File: config.mk
export PLATFORM = sky130hd
export DESIGN_NAME = rx_frame_sync
export DESIGN_NICKNAME = d
export VERILOG_FILES = /design/src/rtl/rx_frame_pkg.sv /design/src/rtl/sync_correlator.sv /design/src/rtl/rx_frame_sync.sv
export SDC_FILE = /design/constraint.sdc
export NUM_CORES = 1
export LEC_CHECK = 0
export BUFFER_PORTS_ARGS = -buffer_cell sky130_fd_sc_hd__buf_4
export CORE_UTILIZATION = 50
export DETAILED_ROUTE_END_ITERATION = 6
export PLACE_DENSITY = 0.76
export SLEW_MARGIN = 5
export SYNTH_ARGS = -nofsm -noshare
export SYNTH_HDL_FRONTEND = slang
export SYNTH_SLANG_ARGS = --single-unit
File: constraint.sdc
create_clock -name clk_16M384 -period 4.9 [get_ports clk_16M384]
set_input_delay 0.98 -clock clk_16M384 [delete_from_list [all_inputs] [get_ports clk_16M384]]
set_output_delay 0.98 -clock clk_16M384 [all_outputs]
set_load 0.05 [all_outputs]
File: src/rtl/rx_frame_pkg.sv
// rtl/rx_frame_pkg.sv - shared state encoding, defaults and bit-serial CRC-8 for rx_frame_sync
package rx_frame_pkg;

  typedef enum logic [1:0] {
    ST_HUNT,
    ST_LEN,
    ST_PAYLOAD,
    ST_CRC
  } frame_state_t;

  localparam logic [31:0] SYNC_WORD_DEF = 32'h1ACF_FC1D;
  localparam logic [7:0]  CRC_POLY_DEF  = 8'h07;

  // MSB-first CRC-8, no reflection: feedback is the outgoing MSB xor the incoming bit
  function automatic logic [7:0] crc8_bit(input logic [7:0] crc, input logic b,
                                          input logic [7:0] poly = CRC_POLY_DEF);
    logic fb;
    fb = crc[7] ^ b;
    return {crc[6:0], 1'b0} ^ (fb ? poly : 8'h00);
  endfunction

endpackage

File: src/rtl/sync_correlator.sv
// rtl/sync_correlator.sv - 32-bit sync shift register with registered mismatch count
module sync_correlator import rx_frame_pkg::*; #(
  parameter logic [31:0] SYNC_WORD = SYNC_WORD_DEF,
  parameter int unsigned MAX_ERR   = 2
) (
  input  logic clk_i,
  input  logic rst_i,
  input  logic shift_en_i,
  input  logic bit_i,
  input  logic clear_i,
  output logic hit_o,
  output logic inverted_o
);

  localparam logic [5:0] LO_LIM = 6'(MAX_ERR);
  localparam logic [5:0] HI_LIM = 6'(32 - MAX_ERR);

  logic [31:0] sr_q, sr_d;
  logic [5:0]  dist_q, dist_d;
  logic        chk_q;

  always_comb begin
    sr_d   = {sr_q[30:0], bit_i};
    dist_d = '0;
    for (int i = 0; i < 32; i++) begin
      dist_d = dist_d + 6'(sr_d[i] ^ SYNC_WORD[i]);
    end
  end

  always_ff @(posedge clk_i or posedge rst_i) begin
    if (rst_i) begin
      sr_q   <= '0;
      dist_q <= '0;
      chk_q  <= 1'b0;
    end else if (clear_i) begin
      sr_q   <= '0;
      dist_q <= '0;
      chk_q  <= 1'b0;
    end else begin
      chk_q <= shift_en_i;
      if (shift_en_i) begin
        sr_q   <= sr_d;
        dist_q <= dist_d;
      end
    end
  end

  // chk_q marks the single cycle in which dist_q reflects a freshly shifted bit
  assign inverted_o = dist_q >= HI_LIM;
  assign hit_o      = chk_q && ((dist_q <= LO_LIM) || inverted_o);

endmodule

File: src/rtl/rx_frame_sync.sv
// rtl/rx_frame_sync.sv - sync hunt, length/payload/CRC-8 parsing and AXI-S byte output
module rx_frame_sync import rx_frame_pkg::*; #(
  parameter logic [31:0] SYNC_WORD = SYNC_WORD_DEF,
  parameter int unsigned MAX_ERR   = 2,
  parameter logic [7:0]  CRC_POLY  = CRC_POLY_DEF
) (
  input  logic        clk_16M384,
  input  logic        rst_16M384,
  input  logic        frame_en,
  input  logic        bit_in,
  input  logic        bit_vld,
  output logic [7:0]  m_tdata,
  output logic        m_tvalid,
  input  logic        m_tready,
  output logic        m_tlast,
  output logic        m_tuser,
  output logic        sync_locked,
  output logic        phase_inv,
  output logic [15:0] frame_cnt,
  output logic [15:0] err_cnt,
  output logic        overflow
);

  frame_state_t state_q, state_d;
  logic        phase_inv_q, phase_inv_d;
  logic        locked_q, locked_d;
  logic [2:0]  bit_cnt_q, bit_cnt_d;
  logic [7:0]  shift_q, shift_d;
  logic [7:0]  len_q, len_d;
  logic [7:0]  byte_cnt_q, byte_cnt_d;
  logic [7:0]  crc_q, crc_d;
  logic [7:0]  hold_q, hold_d;
  logic        hold_vld_q, hold_vld_d;
  logic        frame_ovf_q, frame_ovf_d;
  logic [7:0]  out_data_q, out_data_d;
  logic        out_vld_q, out_vld_d;
  logic        out_last_q, out_last_d;
  logic        out_user_q, out_user_d;
  logic [15:0] frame_cnt_q, frame_cnt_d;
  logic [15:0] err_cnt_q, err_cnt_d;
  logic        overflow_q, overflow_d;

  logic       hit, inverted, corr_clear;
  logic       frame_bit, take_bit, byte_done, crc_bad;
  logic [7:0] byte_val, crc_next;
  logic       emit, emit_last, emit_user, drop, frame_done;

  sync_correlator #(.SYNC_WORD(SYNC_WORD), .MAX_ERR(MAX_ERR)) u_corr (
    .clk_i      (clk_16M384),
    .rst_i      (rst_16M384),
    .shift_en_i (bit_vld && frame_en),
    .bit_i      (bit_in),
    .clear_i    (corr_clear),
    .hit_o      (hit),
    .inverted_o (inverted)
  );

  assign frame_bit = bit_in ^ phase_inv_q;
  assign take_bit  = frame_en && bit_vld && (state_q != ST_HUNT);
  assign byte_val  = {shift_q[6:0], frame_bit};
  assign byte_done = take_bit && (bit_cnt_q == 3'd7);
  assign crc_next  = crc8_bit(crc_q, frame_bit, CRC_POLY);
  assign crc_bad   = byte_val != crc_q;

  always_comb begin
    state_d     = state_q;
    phase_inv_d = phase_inv_q;
    locked_d    = locked_q;
    bit_cnt_d   = bit_cnt_q;
    shift_d     = shift_q;
    len_d       = len_q;
    byte_cnt_d  = byte_cnt_q;
    crc_d       = crc_q;
    hold_d      = hold_q;
    hold_vld_d  = hold_vld_q;
    frame_ovf_d = frame_ovf_q;
    emit        = 1'b0;
    emit_last   = 1'b0;
    emit_user   = 1'b0;
    frame_done  = 1'b0;
    corr_clear  = 1'b0;

    if (take_bit) begin
      bit_cnt_d = bit_cnt_q + 3'd1;
      shift_d   = byte_val;
    end

    if (!frame_en) begin
      state_d    = ST_HUNT;
      locked_d   = 1'b0;
      hold_vld_d = 1'b0;
      corr_clear = 1'b1;
    end else begin
      case (state_q)
        ST_HUNT: begin
          if (hit) begin
            state_d     = ST_LEN;
            phase_inv_d = inverted;
            locked_d    = 1'b1;
            bit_cnt_d   = '0;
            crc_d       = '0;
            frame_ovf_d = 1'b0;
            hold_vld_d  = 1'b0;
          end
        end
        ST_LEN: begin
          if (take_bit) crc_d = crc_next;
          if (byte_done) begin
            len_d      = byte_val;
            byte_cnt_d = '0;
            state_d    = (byte_val == 8'd0) ? ST_CRC : ST_PAYLOAD;
          end
        end
        ST_PAYLOAD: begin
          if (take_bit) crc_d = crc_next;
          if (byte_done) begin
            // previous byte leaves only once its successor exists, so tlast can be known
            emit       = hold_vld_q;
            hold_d     = byte_val;
            hold_vld_d = 1'b1;
            byte_cnt_d = byte_cnt_q + 8'd1;
            if (byte_cnt_q + 8'd1 == len_q) state_d = ST_CRC;
          end
        end
        ST_CRC: begin
          if (byte_done) begin
            emit       = hold_vld_q;
            emit_last  = 1'b1;
            emit_user  = crc_bad || frame_ovf_q;
            frame_done = 1'b1;
            hold_vld_d = 1'b0;
            locked_d   = 1'b0;
            state_d    = ST_HUNT;
            corr_clear = 1'b1;
          end
        end
        default: state_d = ST_HUNT;
      endcase
    end
  end

  assign drop = emit && out_vld_q && !m_tready;

  always_comb begin
    out_data_d  = out_data_q;
    out_vld_d   = out_vld_q;
    out_last_d  = out_last_q;
    out_user_d  = out_user_q;
    overflow_d  = overflow_q;
    frame_cnt_d = frame_cnt_q;
    err_cnt_d   = err_cnt_q;

    if (emit && !drop) begin
      out_data_d = hold_q;
      out_vld_d  = 1'b1;
      out_last_d = emit_last;
      out_user_d = emit_user;
    end else if (out_vld_q && m_tready) begin
      out_vld_d = 1'b0;
    end

    if (drop) overflow_d = 1'b1;

    if (frame_done) begin
      frame_cnt_d = frame_cnt_q + 16'd1;
      if (crc_bad || frame_ovf_q || drop) err_cnt_d = err_cnt_q + 16'd1;
    end
  end

  always_ff @(posedge clk_16M384 or posedge rst_16M384) begin
    if (rst_16M384) begin
      state_q     <= ST_HUNT;
      phase_inv_q <= 1'b0;
      locked_q    <= 1'b0;
      bit_cnt_q   <= '0;
      shift_q     <= '0;
      len_q       <= '0;
      byte_cnt_q  <= '0;
      crc_q       <= '0;
      hold_q      <= '0;
      hold_vld_q  <= 1'b0;
      frame_ovf_q <= 1'b0;
      out_data_q  <= '0;
      out_vld_q   <= 1'b0;
      out_last_q  <= 1'b0;
      out_user_q  <= 1'b0;
      frame_cnt_q <= '0;
      err_cnt_q   <= '0;
      overflow_q  <= 1'b0;
    end else begin
      state_q     <= state_d;
      phase_inv_q <= phase_inv_d;
      locked_q    <= locked_d;
      bit_cnt_q   <= bit_cnt_d;
      shift_q     <= shift_d;
      len_q       <= len_d;
      byte_cnt_q  <= byte_cnt_d;
      crc_q       <= crc_d;
      hold_q      <= hold_d;
      hold_vld_q  <= hold_vld_d;
      frame_ovf_q <= frame_ovf_d | drop;
      out_data_q  <= out_data_d;
      out_vld_q   <= out_vld_d;
      out_last_q  <= out_last_d;
      out_user_q  <= out_user_d;
      frame_cnt_q <= frame_cnt_d;
      err_cnt_q   <= err_cnt_d;
      overflow_q  <= overflow_d;
    end
  end

  assign m_tdata     = out_data_q;
  assign m_tvalid    = out_vld_q;
  assign m_tlast     = out_last_q;
  assign m_tuser     = out_user_q;
  assign sync_locked = locked_q;
  assign phase_inv   = phase_inv_q;
  assign frame_cnt   = frame_cnt_q;
  assign err_cnt     = err_cnt_q;
  assign overflow    = overflow_q;

endmodule

==> results of run 1 <==
## worst max-delay path: cells and delay by family
family / cells / cell delay, ns
AOI/OAI and AO/OA: 1 / 0.07
xor gates and xnor gates: 1 / 0.12
buffers and inverters: 7 / 0.52
and+or+nand+nor: 1 / 0.09
adders and majority gates: 9 / 3.61
## cells by family (layout without fill, tap and decap cells)
kind of cell | after synthesis | after routing | synth area share, %
simple gates | 171 | 171 | 12.3
flops | 130 | 130 | 48.6
buf+inv | 82 | 156 | 4.78
mux | 67 | 67 | 10.6
compound gates | 59 | 59 | 6.11
xor+xnor | 54 | 54 | 7.07
fa+ha+maj | 42 | 42 | 10.5
## per-layer routing
metal / global-route usage, % / share of wire (%) / vias to the layer above
li1: - / - / 2131
met3: 5.33 / 2.7 / 20
met1: 26.1 / 44 / 2230
met2: 34.5 / 52 / 67
met5: 0 / 0 / -
met4: 7.21 / 1.5 / 0
## cells in the mapped netlist (all sizes together), types with 2 or more instances
| cell type | instances |
|---|---|
| dfrtp | 130 |
| inv | 63 |
| nand2 | 60 |
| nor2 | 52 |
| mux2i | 34 |
| mux2 | 33 |
| xor2 | 28 |
| xnor2 | 26 |
| fa | 24 |
| o21ai | 20 |
| ha | 18 |
| nand3 | 14 |
| clkbuf | 12 |
| and3 | 8 |
| a21oi | 7 |
| buf | 7 |
| nor3 | 7 |
| nand4 | 6 |
| nand2b | 5 |
| o22ai | 5 |
| a22o | 4 |
| nor4 | 4 |
| o211ai | 4 |
| o31ai | 4 |
| a21o | 3 |
| a31oi | 3 |
| nor2b | 3 |
| and4b | 2 |
| nand3b | 2 |
| nand4b | 2 |
| o41ai | 2 |
## report_power, final
group          leakage (nW)  switching [mW]  total (mW)  internal [mW]
Sequential             1.79          0.0811        1.22           1.14
Clock                 0.330           0.445        1.44          0.992
Combinational          1.90           0.299       0.530          0.231
Total                  4.01           0.825        3.19           2.36
## placed cells by master (no fill, tap or decap), types with 3 or more instances in the layout
cell type | netlist | final
a21o_1 | 3 | 3
a21oi_1 | 7 | 5
a22o_1 | 4 | 4
a31oi_1 | 3 | 3
and3_1 | 8 | 8
buf_4 | 2 | 59
bufinv_16 | 0 | 6
clkbuf_16 | 0 | 17
clkbuf_8 | 0 | 3
clkinv_2 | 0 | 3
dfrtp_1 | 130 | 130
fa_1 | 24 | 20
fa_2 | 0 | 4
ha_1 | 18 | 17
inv_1 | 63 | 57
inv_2 | 0 | 4
mux2_2 | 33 | 33
mux2i_1 | 34 | 34
nand2_1 | 60 | 60
nand2b_1 | 5 | 5
nand3_1 | 14 | 14
nand4_1 | 5 | 5
nor2_1 | 50 | 50
nor2b_1 | 3 | 3
nor3_1 | 6 | 6
nor4_1 | 3 | 3
o211ai_1 | 4 | 4
o21ai_0 | 19 | 19
o22ai_1 | 5 | 4
o31ai_1 | 4 | 4
xnor2_1 | 26 | 25
xor2_1 | 28 | 28
## state kept, by name, indices dropped and copies added, names as in the netlist
register,cells
u_corr.sr_q,31
err_cnt,16
frame_cnt,16
byte_cnt_q,8
crc_q,8
hold_q,8
len_q,8
m_tdata,8
shift_q,7
u_corr.dist_q,6
bit_cnt_q,3
state_q,2
frame_ovf_q,1
hold_vld_q,1
m_tlast,1
m_tuser,1
m_tvalid,1
overflow,1
phase_inv,1
sync_locked,1
u_corr.chk_q,1
## area by class of cell
class | count | area [µm²] | share of cell area [%]
clock inverter | 10 | 203 | 2.53
tap | 172 | 215 | 2.68
sequential | 130 | 3250 | 40.5
inverter | 63 | 246 | 3.07
multi-input combinational | 393 | 3160 | 39.4
clock buffer | 22 | 474 | 5.91
timing repair buffer | 61 | 469 | 5.85
## metrics by stage
step,setup TNS [ns],area (µm²),utilization [%],instances,power [mW]
finish,-0.721,8030,62.6,851,3.19
global route,-1.40,8030,62.6,851,3.35
CTS,-0.698,8010,62.4,850,3.21
detailed placement,-3.06,7310,57.0,818,1.76
global placement,-2.76,7310,57.0,818,1.72
floorplan,-1.29,6730,-,605,1.62
## worst max path at each step
stage                     slack, ns          endpoint
after floorplan               -0.39  u_corr.dist_q[4]
after global placement        -0.63  u_corr.dist_q[4]
after detailed placement      -0.69  u_corr.dist_q[4]
after CTS                     -0.25  u_corr.dist_q[4]
after global routing          -0.39  u_corr.dist_q[4]
final                         -0.24  u_corr.dist_q[2]
## timing repair
action / CTS / global route
gates resized for setup: 4 / 6
setup endpoints to repair: 5 / 5
setup buffers: 0 / 1
pin swaps: 2 / 5
==> reports/results.txt, run 1 <==
The startpoint identified for the worst register-to-register timing path is u_corr.sr_q[0]. The tools report the kind of end point of the critical path as a flip-flop. For flop-to-flop paths, the worst setup slack is -0.01 ns. Fill cells in the final layout number 1000.

In this design, the stage delay of the slowest critical-path cell is 0.52 ns. Cells with a size suffix above 1 make up 21.6% of the layout. The initial antenna violation count is 0, and the count of unique library cells instantiated by Yosys is 52. The worst setup path is of the in -> reg kind.

Setup repair after global routing could not meet its margin everywhere. The clock-pin transition on the worst setup and hold timing paths is 0.06 ns, and the count of nets after finishing is 714. The share of the clock period used by the worst path is 105%, and the wire length of the first global-routing pass is 23.0 mm. Share of async-settable or async-resettable flops after synthesis: 100%. Summed over all layers, the global routing overflow is 0. The number of vias per cell after detailed routing is 5.23.

The startpoint identified for the worst hold timing path is overflow. The share of the Yosys chip area taken by registers is 48.6%. Measured along the y axis, the die boundary spans 118 µm. The cell count of the worst reg-to-reg path was 17. In the synthesized netlist the dominant register cell turns out to be dfrtp_1. The tree is rooted in a clkbuf_16. The initial standard-cell utilization of the core was 52.2%; the synthesized net count was 653. Between clock sinks in the finished design, the worst skew comes to 0.00553 ns.

The clock drives 130 sinks. Walking the worst path, the cells encountered are buf_8, inv_8, ha_4, fa_1, inv_2, fa_2, fa_1, inv_2, fa_2, fa_1, fa_1, fa_2, inv_2, fa_2, buf_4, buf_6, xnor2_2, nand2_1, o22ai_2. The worst register-to-register path ends at u_corr.dist_q[2].

Of the post-synthesis cell area, the dominant cell type holds 48.6%. After detailed routing, the number of remaining DRC violations is 0. The die covers 0.0139 mm².

The area growth from synthesis to layout is 19.9%. Timing would allow up to 194 MHz. The floorplan has 41 rows.

The run gives 4.01 nW as the leakage dissipation. A synthesized cell averages 11.1 µm². Routability-driven placement finished with a final weighted congestion of 0.825. The endpoint arrival time on the critical path was 5.38 ns. Synthesis produced 605 cells.

The highest net fanout along the worst path is 2, and the worst endpoint required time is 5.14 ns. At the pin with the least slew margin, the transition time is 1.16 ns. The hold-critical path depth was 1; the yosys synthesis warning count was 0. Cell type with the largest total area after synthesis: dfrtp_1.

Boundary pin count: 52. The clock insertion delay at the later pin of the skew report is 0.41 ns, and the pre-CTS worst setup slack is -0.690 ns. Across every metal layer, demand over resource in global routing totals 20.7%. After detailed routing, the average wire length per cell comes to 15.2 µm. In this run the worst setup path begins at bit_in.

Summing over every cut layer, the via total after detailed routing is 4448. The cell with the biggest individual delay on the critical path was fa_2. The logs give 0.475 ns for the worst hold-check slack and 0.00669 mm² for the combined area of all synthesized cells. IR analysis of the VDD net gives a maximum drop of 0.000287 V. Summed over all nets, the half-perimeter wirelength after detailed placement is 9.04 mm.

The iteration-0 DRC count of the detailed router is 268, and the remaining number of nets flagged by the antenna check after routing is 0. The die boundary width is 118 µm. TritonCTS built the clock tree.

No sink is reached through more buffers than the 2 on the longest clock path. For the number of max-cap violations, the log shows 0. The final-report hold violation count came out at 0. The final reports fail on setup timing. Counting flops and latches in the post-synthesis netlist gives 130. 0 antenna diodes ended up in the layout. The region available for standard cell placement spans 0.0128 mm². The via count of the first global-routing pass is 4709, and the number of buffers inserted by port buffering is 51. After clock tree synthesis, the flow added hold-fix buffers numbering 0.

After synthesis, the cell types taking the most area are dfrtp_1 (49%), fa_1 (7.2%), mux2_2 (5.6%), mux2i_1 (5.1%), xor2_1 (3.7%). Dividing total power by cell area gives a power density of 397 mW/mm². The sort of element at the start of the critical path is a primary input. The total clock buffers created by CTS was 17. The capture endpoint of the worst hold path is overflow. The run gives 4 as the level count of the clock H-tree. The post-layout minimum cycle time came out at 5.14 ns. The worst-case headroom to the max-slew limit came out at 22.3%. The type of the most critical hold path was reg -> reg. The final count of pins violating max slew was 0; the minimum setup slack in the final design was -0.244 ns. The largest net degree at the start of global routing came out at 71. In this run, synthesis inferred 0 flip-flops with an integrated enable. The logs give 5 for the final setup violation count and 4 for the number of iterations in the first detailed-routing pass. Wires add up to 12.9 mm. The run finished, with violations left.
(Power assumes the default switching activity.)
==> inputs of run 2 (changes only) <==
Settings changed: CORE_MARGIN set to 3, CORE_UTILIZATION 50 to 54, PLACE_DENSITY 0.76 to 0.81.
==> run 2 against run 1 <==
Against the previous run: the flow still finishes with violations (setup timing); clock-buffer cell count decreased by 4; hold slack got worse by 0.0058 ns; largest cell class unchanged; largest power group unchanged; via count increased by 1.4%; sequential share of layout area increased by 0.43 points; core utilization increased by 3.3 points.
==> reports/results.txt, run 2 (synthesized netlist as in run 1, its figures left out) <==
The flow ran to the end, but the final reports show violations. Violated checks: setup timing (unchanged). The run gives 0.846 (was 0.825) as the global placement routability congestion.

Post-layout minimum cycle time: 5.16 ns (was 5.14 ns). For the count of nets after finishing, the log shows 715 (was 714). The startpoint of the most critical register-to-register path is u_corr.sr_q[0] (unchanged). Area of all placed cells without fillers: 0.00794 mm² (was 0.00803 mm²). The share of final-layout standard cells stronger than drive strength 1 was 21.3% (was 21.6%).

The logs give 848 (was 851) for the post-layout instance count excluding filler cells and 0 (unchanged) for the remaining number of nets flagged by the antenna check after routing. Area growth from synthesis to final layout: 18.6% (was 19.9%). Commonest cells after routing, fill and taps aside: dfrtp_1 (130), nand2_1 (60), inv_1 (60), buf_4 (60), nor2_1 (50) (was dfrtp_1 (130), nand2_1 (60), buf_4 (59)). Type of the most critical hold path: reg -> reg (unchanged). Die outline height: 117 µm (was 118 µm). The number of sinks driven by the clock tree came out at 130 (unchanged).

The initial standard-cell utilization of the core is 55.5% (was 52.2%). The via count of the first global-routing pass came out at 4685 (was 4709). The kind of end point of the critical path is a flip-flop (unchanged). The run gives -0.259 ns (was -0.244 ns) as the minimum setup slack in the final design. The boundary pin count is 52 (unchanged). TritonCTS built the clock tree. The setup slack of the worst register-to-register path is -0.02 ns (was -0.01 ns), and the highest net fanout along the worst path is 2 (unchanged). The share of the clock period used by the worst path was 105% (about the same); the level count of the clock H-tree was 4 (unchanged).

For the total clock buffers created by CTS, the log shows 17 (unchanged). The final-report hold violation count was 0 (unchanged). The tools report the reg-to-reg endpoint as u_corr.dist_q[2] (unchanged). Number of buffers inserted by hold repair at cts: 0 (unchanged).

The die boundary width works out to 117 µm (was 118 µm). The worst-case headroom to the max-slew limit came out at 25.5% (was 22.3%). The number of max-cap violations came out at 0 (unchanged). The transition time at the pin with the least slew margin is 1.11 ns (was 1.16 ns). The run gives 40 (was 41) as the number of core rows. The logs give -0.698 ns (was -0.690 ns) for the pre-CTS worst setup slack and 194 MHz (about the same) for the highest attainable clock frequency.

The register with the highest flop count is u_corr.sr_q (unchanged). The first element of the critical path was bit_in (unchanged). The wire length of the first global-routing pass was 22.5 mm (was 23.0 mm). The most frequent standard cell in the layout excluding fill and tap cells was dfrtp_1 (unchanged). The total length of routed wires is 13.3 mm (was 12.9 mm), and the placed cell count is 814 (was 818). The sort of element at the start of the critical path was a primary input (unchanged).

The average wire per cell in the routed design is 15.7 µm (was 15.2 µm), and the clock-pin transition on the worst setup and hold timing paths is 0.06 ns (about the same). The total routing usage reported by global routing was 20.0% (was 20.7%); the power density relative to cell area was 381 mW/mm² (was 397 mW/mm²). The number of buffers inserted by port buffering was 51 (unchanged); the worst hold-check slack was 0.469 ns (was 0.475 ns).

The post-detailed-placement half-perimeter wirelength is 9.23 mm (was 9.04 mm), and the total power draw is 3.02 mW (was 3.19 mW). For the DRC violation count after routing, the log shows 0 (unchanged). The clock tree root buffer cell was clkbuf_16 (unchanged). The logs give 0.00325 mm² (unchanged) for the storage element area and 0.0133 ns (was 0.00553 ns) for the clock tree skew after final layout. The worst endpoint required time was 5.15 ns (was 5.14 ns); the final count of pins violating max slew was 0 (unchanged). The number of filler instances in the final layout is 862 (was 1000). Clock insertion delay at the later pin of the skew report: 0.41 ns (about the same). The kind of critical path is in -> reg (unchanged). The maximum ir drop on the vdd rail is 0.000275 V (was 0.000287 V).

For the total via count in the routed design, the log shows 4510 (was 4448). The critical path endpoint was u_corr.dist_q[2] (unchanged). Initial antenna violation count: 0 (unchanged).

The antenna diode count is 0 (unchanged). The tools report the iteration-0 DRC count of the detailed router as 348 (was 268). The largest net degree at the start of global routing was 60 (was 71); the maximum number of buffers from clock root to sink was 2 (unchanged). The tools report the total die area as 0.0138 mm² (was 0.0139 mm²). The overall overflow remaining after global route is 0 (unchanged), and the final setup violation count is 5 (unchanged). Number of iterations in the first detailed-routing pass: 6 (was 4). Setup repair after global routing could not meet its margin everywhere. The flip-flop count of the largest register, all copies and words added was 31 (unchanged); the leakage dissipation was 3.97 nW (was 4.01 nW).

The number of vias per cell after detailed routing is 5.32 (was 5.23). The run gives 0.00731 mm² (about the same) as the cell area after placement. The cell count of the worst reg-to-reg path is 17 (unchanged), and the total core area is 0.0121 mm² (was 0.0128 mm²).

The tools report the endpoint arrival time on the critical path as 5.41 ns (was 5.38 ns). The area taken by multi-input logic gates came out at 0.00316 mm² (about the same).
-- run 2: cell types whose count changed in the layout (fill, tap and decap cells not counted), sizes merged --
cell      previous run  this run
inv                 63        66
clkinvlp             1         4
clkinv               3         5
bufinv               6         2
clkbuf              22        18
buf                 61        62
-- run 2: report_power, final --
| part | internal [mW] | switching (mW) | total, mW |
|---|---|---|---|
| logic | 0.230 | 0.307 | 0.537 |
| clock network | 0.768 | 0.494 | 1.26 |
| registers | 1.14 | 0.0842 | 1.22 |
-- run 2: per-layer routing --
| layer | vias to the layer above | track usage, % | wire [µm] |
|---|---|---|---|
| li1 | 2137 | - | - |
| met1 | 2259 | 24.9 | 5850 |
| met2 | 93 | 34.5 | 6770 |
| met3 | 21 | 4.48 | 436 |
| met4 | 0 | 7.04 | 222 |
| met5 | - | 0 | 0 |
-- run 2: worst max-delay path, cell delays in order --
cell and delay, ns:
buf_8 0.11, inv_8 0.04, ha_4 0.18, fa_1 0.48, inv_1 0.05, fa_1 0.45
fa_1 0.49, inv_1 0.05, fa_1 0.49, fa_1 0.44, fa_1 0.52, fa_2 0.22
inv_2 0.04, fa_2 0.36, buf_4 0.14, buf_6 0.11, xnor2_2 0.11, nand2_1 0.08
o22ai_2 0.07
-- run 2: what timing repair did --
action                     4_1_cts  5_1_grt
setup endpoints to repair        5        5
resized for setup                4        1
setup buffers                    1        1
pin swaps                        3        0
-- run 2: how the worst min path moves through the flow --
stage,end,slack (ns),cells after the start,start
final,err_cnt[15],0.47,1,err_cnt[15]
after floorplan,hold_q[0],0.44,2,hold_q[0]
after global routing,err_cnt[15],0.51,1,err_cnt[15]
after CTS,err_cnt[15],0.47,1,err_cnt[15]
after detailed placement,overflow,0.46,1,overflow
after global placement,err_cnt[15],0.46,1,err_cnt[15]
-- run 2: area by class of cell --
type	instances	share of cell area [%]
Clock buffer	18	5.53
Clock inverter	14	1.97
Inverter	63	3.10
Multi-Input combinational cell	393	39.8
Sequential cell	130	41.0
Tap cell	168	2.65
Timing Repair Buffer	62	6.00
-- run 2: metrics by stage --
| step | TNS, ns | utilization [%] |
|---|---|---|
| 4_1_cts | -0.873 | 65.7 |
| 3_3_place_gp | -2.80 | 60.6 |
| 2_1_floorplan | -1.29 | - |
| 3_5_place_dp | -3.33 | 60.6 |
| 6_report | -1.01 | 65.8 |
| 5_1_grt | -1.67 | 65.8 |
==> inputs of run 3 (changes only) <==
Settings changed: SKIP_CTS_REPAIR_TIMING set to 1.
==> run 3 against run 2 <==
Against the previous run: the flow still finishes with violations (setup timing); total power about the same; hold slack about the same; combinational power about the same; sequential share of layout area about the same; worst setup slack got worse by 0.0050 ns; critical path depth unchanged; non-clock buffer count decreased by 1; fmax about the same; routed wire length decreased by 0.53%; final cell count decreased by 0.12%; largest power group unchanged.
==> reports/results.txt, run 3 (synthesized netlist as in run 1, its figures left out) <==
The flip-flop count of the largest register, all copies and words added was 31 (unchanged). For the worst endpoint required time, the log shows 5.17 ns (was 5.15 ns). The critical path endpoint was u_corr.dist_q[4] (was u_corr.dist_q[2]). The sort of element at the start of the critical path was a primary input (unchanged).

The power density relative to cell area was 380 mW/mm² (was 381 mW/mm²). The clock-pin transition on the worst setup and hold timing paths is 0.06 ns (about the same). The run gives 4 (was 6) as the number of iterations in the first detailed-routing pass. The met3 demand-to-capacity share in global routing is 4.48% (unchanged), and the post-layout instance count excluding filler cells is 847 (was 848). The antenna diode count was 0 (unchanged). Kind of end point of the critical path: a flip-flop (unchanged). The placed cell count is 814 (unchanged).

Wire length of the first global-routing pass: 22.4 mm (was 22.5 mm). The final-report hold violation count was 0 (unchanged); the die boundary width was 117 µm (unchanged). The run gives 714 (was 715) as the count of nets after finishing.

The tools report the total length of routed wires as 13.2 mm (was 13.3 mm). The logs give 329 (was 348) for the iteration-0 DRC count of the detailed router and 4648 (was 4685) for the via count of the first global-routing pass. The most frequent standard cell in the layout excluding fill and tap cells was dfrtp_1 (unchanged). The tools report the number of sinks driven by the clock tree as 130 (unchanged). Clock tree root buffer cell: clkbuf_16 (unchanged). The run gives 25.8% (was 25.5%) as the worst-case headroom to the max-slew limit. The run gives 34.1% (was 34.5%) as the met2 track demand over resource in global routing.

The startpoint of the most critical register-to-register path is u_corr.sr_q[0] (unchanged). The tools report the maximum number of buffers from clock root to sink as 2 (unchanged). Number of vias per cell after detailed routing: 5.34 (was 5.32).

The run gives 55.5% (unchanged) as the initial standard-cell utilization of the core. The tools report the total core area as 0.0121 mm² (unchanged). Transition time at the pin with the least slew margin: 1.11 ns (about the same). For the total routing usage reported by global routing, the log shows 19.9% (was 20.0%).

Area growth from synthesis to final layout: 18.7% (was 18.6%). The leakage dissipation came out at 3.96 nW (was 3.97 nW). For the remaining number of nets flagged by the antenna check after routing, the log shows 0 (unchanged).

The highest net fanout along the worst path is 2 (unchanged), and the DRC violation count after routing is 0 (unchanged). For the number of core rows, the log shows 40 (unchanged). The share of the clock period used by the worst path is 105% (about the same). The clock insertion delay at the later pin of the skew report came out at 0.41 ns (about the same). The register with the highest flop count was u_corr.sr_q (unchanged). The overall overflow remaining after global route is 0 (unchanged), and the post-layout minimum cycle time is 5.16 ns (about the same). The tools report the minimum setup slack in the final design as -0.264 ns (was -0.259 ns). Violated checks: setup timing (unchanged).

The tools report the level count of the clock H-tree as 4 (unchanged). The type of the most critical hold path is reg -> reg (unchanged). The pre-CTS worst setup slack was -0.698 ns (unchanged); the final setup violation count was 5 (unchanged). The final count of pins violating max slew is 0 (unchanged). The flow ran to the end, but the final reports show violations.

The maximum ir drop on the vdd rail was 0.000277 V (was 0.000275 V); the global placement routability congestion was 0.846 (unchanged). The reg-to-reg endpoint was u_corr.dist_q[4] (was u_corr.dist_q[2]). The largest net degree at the start of global routing is 60 (unchanged), and the post-detailed-placement half-perimeter wirelength is 9.23 mm (unchanged). Setup repair after global routing could not meet its margin everywhere.

The boundary pin count is 52 (unchanged), and the total clock buffers created by CTS is 17 (unchanged). The number of buffers inserted by port buffering was 51 (unchanged); the average wire per cell in the routed design was 15.6 µm (was 15.7 µm). The number of filler instances in the final layout is 864 (was 862). The die outline height was 117 µm (unchanged); the total die area was 0.0138 mm² (unchanged). The kind of critical path was in -> reg (unchanged). The run gives 5.43 ns (was 5.41 ns) as the endpoint arrival time on the critical path. The tools report the first element of the critical path as bit_in (unchanged). TritonCTS built the clock tree. Share of final-layout standard cells stronger than drive strength 1: 21.8% (was 21.3%). The cell count of the worst reg-to-reg path was 17 (unchanged); the number of max-cap violations was 0 (unchanged).

The tools report the met1 layer usage reported by global route as 25.0% (was 24.9%). The clock tree skew after final layout came out at 0.00814 ns (was 0.0133 ns). The most used routing layer in global routing was met2 (unchanged). The initial antenna violation count was 0 (unchanged); the total via count in the routed design was 4520 (was 4510). Commonest cells after routing, fill and taps aside: dfrtp_1 (130), nand2_1 (60), inv_1 (58), buf_4 (58), nor2_1 (50) (was dfrtp_1 (130), nand2_1 (60), inv_1 (60), buf_4 (60), nor2_1 (50)). For the setup slack of the worst register-to-register path, the log shows -0.03 ns (was -0.02 ns).

For the highest attainable clock frequency, the log shows 194 MHz (about the same).
==> run 3: cell count changes in the layout (fill, tap and decap cells not counted), sizes merged <==
cell and change:
buf -1
==> run 3: per-stage QoR <==
step                      power, mW  util, %  hold slack (ns)  TNS (ns)  area (µm²)
after global placement         1.73     60.6            0.459     -2.80        7310
final                          3.02     65.9            0.469    -0.769        7950
after global routing           3.17     65.9            0.510     -1.25        7950
after detailed placement       1.76     60.6            0.458     -3.33        7310
after floorplan                1.62        -            0.444     -1.29        6730
after CTS                      3.03     65.5            0.472    -0.926        7900
==> run 3: layout make-up <==
cell class	count	area, µm²	share of cell area [%]
flip-flops and latches	130	3250	40.9
multi-input cells	393	3170	39.9
repair buffers	61	473	5.95
clock buffers	18	439	5.53
inverters	63	246	3.10
well taps	168	210	2.64
clock inverters	14	156	1.97
==> run 3: worst min-delay path by stage <==
stage               slack [ns]   startpoint  cells past startpoint     endpoint
floorplan                 0.44    hold_q[0]                      2    hold_q[0]
global placement          0.46  err_cnt[15]                      1  err_cnt[15]
detailed placement        0.46     overflow                      1     overflow
CTS                       0.47  err_cnt[15]                      1  err_cnt[15]
global route              0.51  err_cnt[15]                      1  err_cnt[15]
finish                    0.47  err_cnt[15]                      1  err_cnt[15]
==> run 3: worst max-delay path, stage by stage <==
cell     delay [ns]
buf_8          0.11
inv_8          0.04
ha_4           0.18
fa_1           0.48
inv_1          0.05
fa_2           0.52
fa_1           0.42
inv_2          0.07
fa_2           0.43
fa_1           0.52
fa_1           0.43
fa_2           0.36
inv_2          0.07
fa_2           0.21
inv_1          0.05
a21o_1         0.15
a21oi_2        0.13
xor2_1         0.15
o22ai_1        0.08
==> run 3: per-layer routing <==
metal	wire [µm]	share of wire, %	up-vias
met5	0	0	-
met1	5860	44	2281
met3	403	3.1	15
li1	-	-	2139
met4	177	1.3	0
met2	6770	51	85
==> run 3: power by group <==
part | internal (mW) | switching (mW) | leakage (nW)
logic | 0.230 | 0.310 | 1.90
registers | 1.14 | 0.0823 | 1.79
clock network | 0.768 | 0.493 | 0.280
total | 2.14 | 0.885 | 3.96
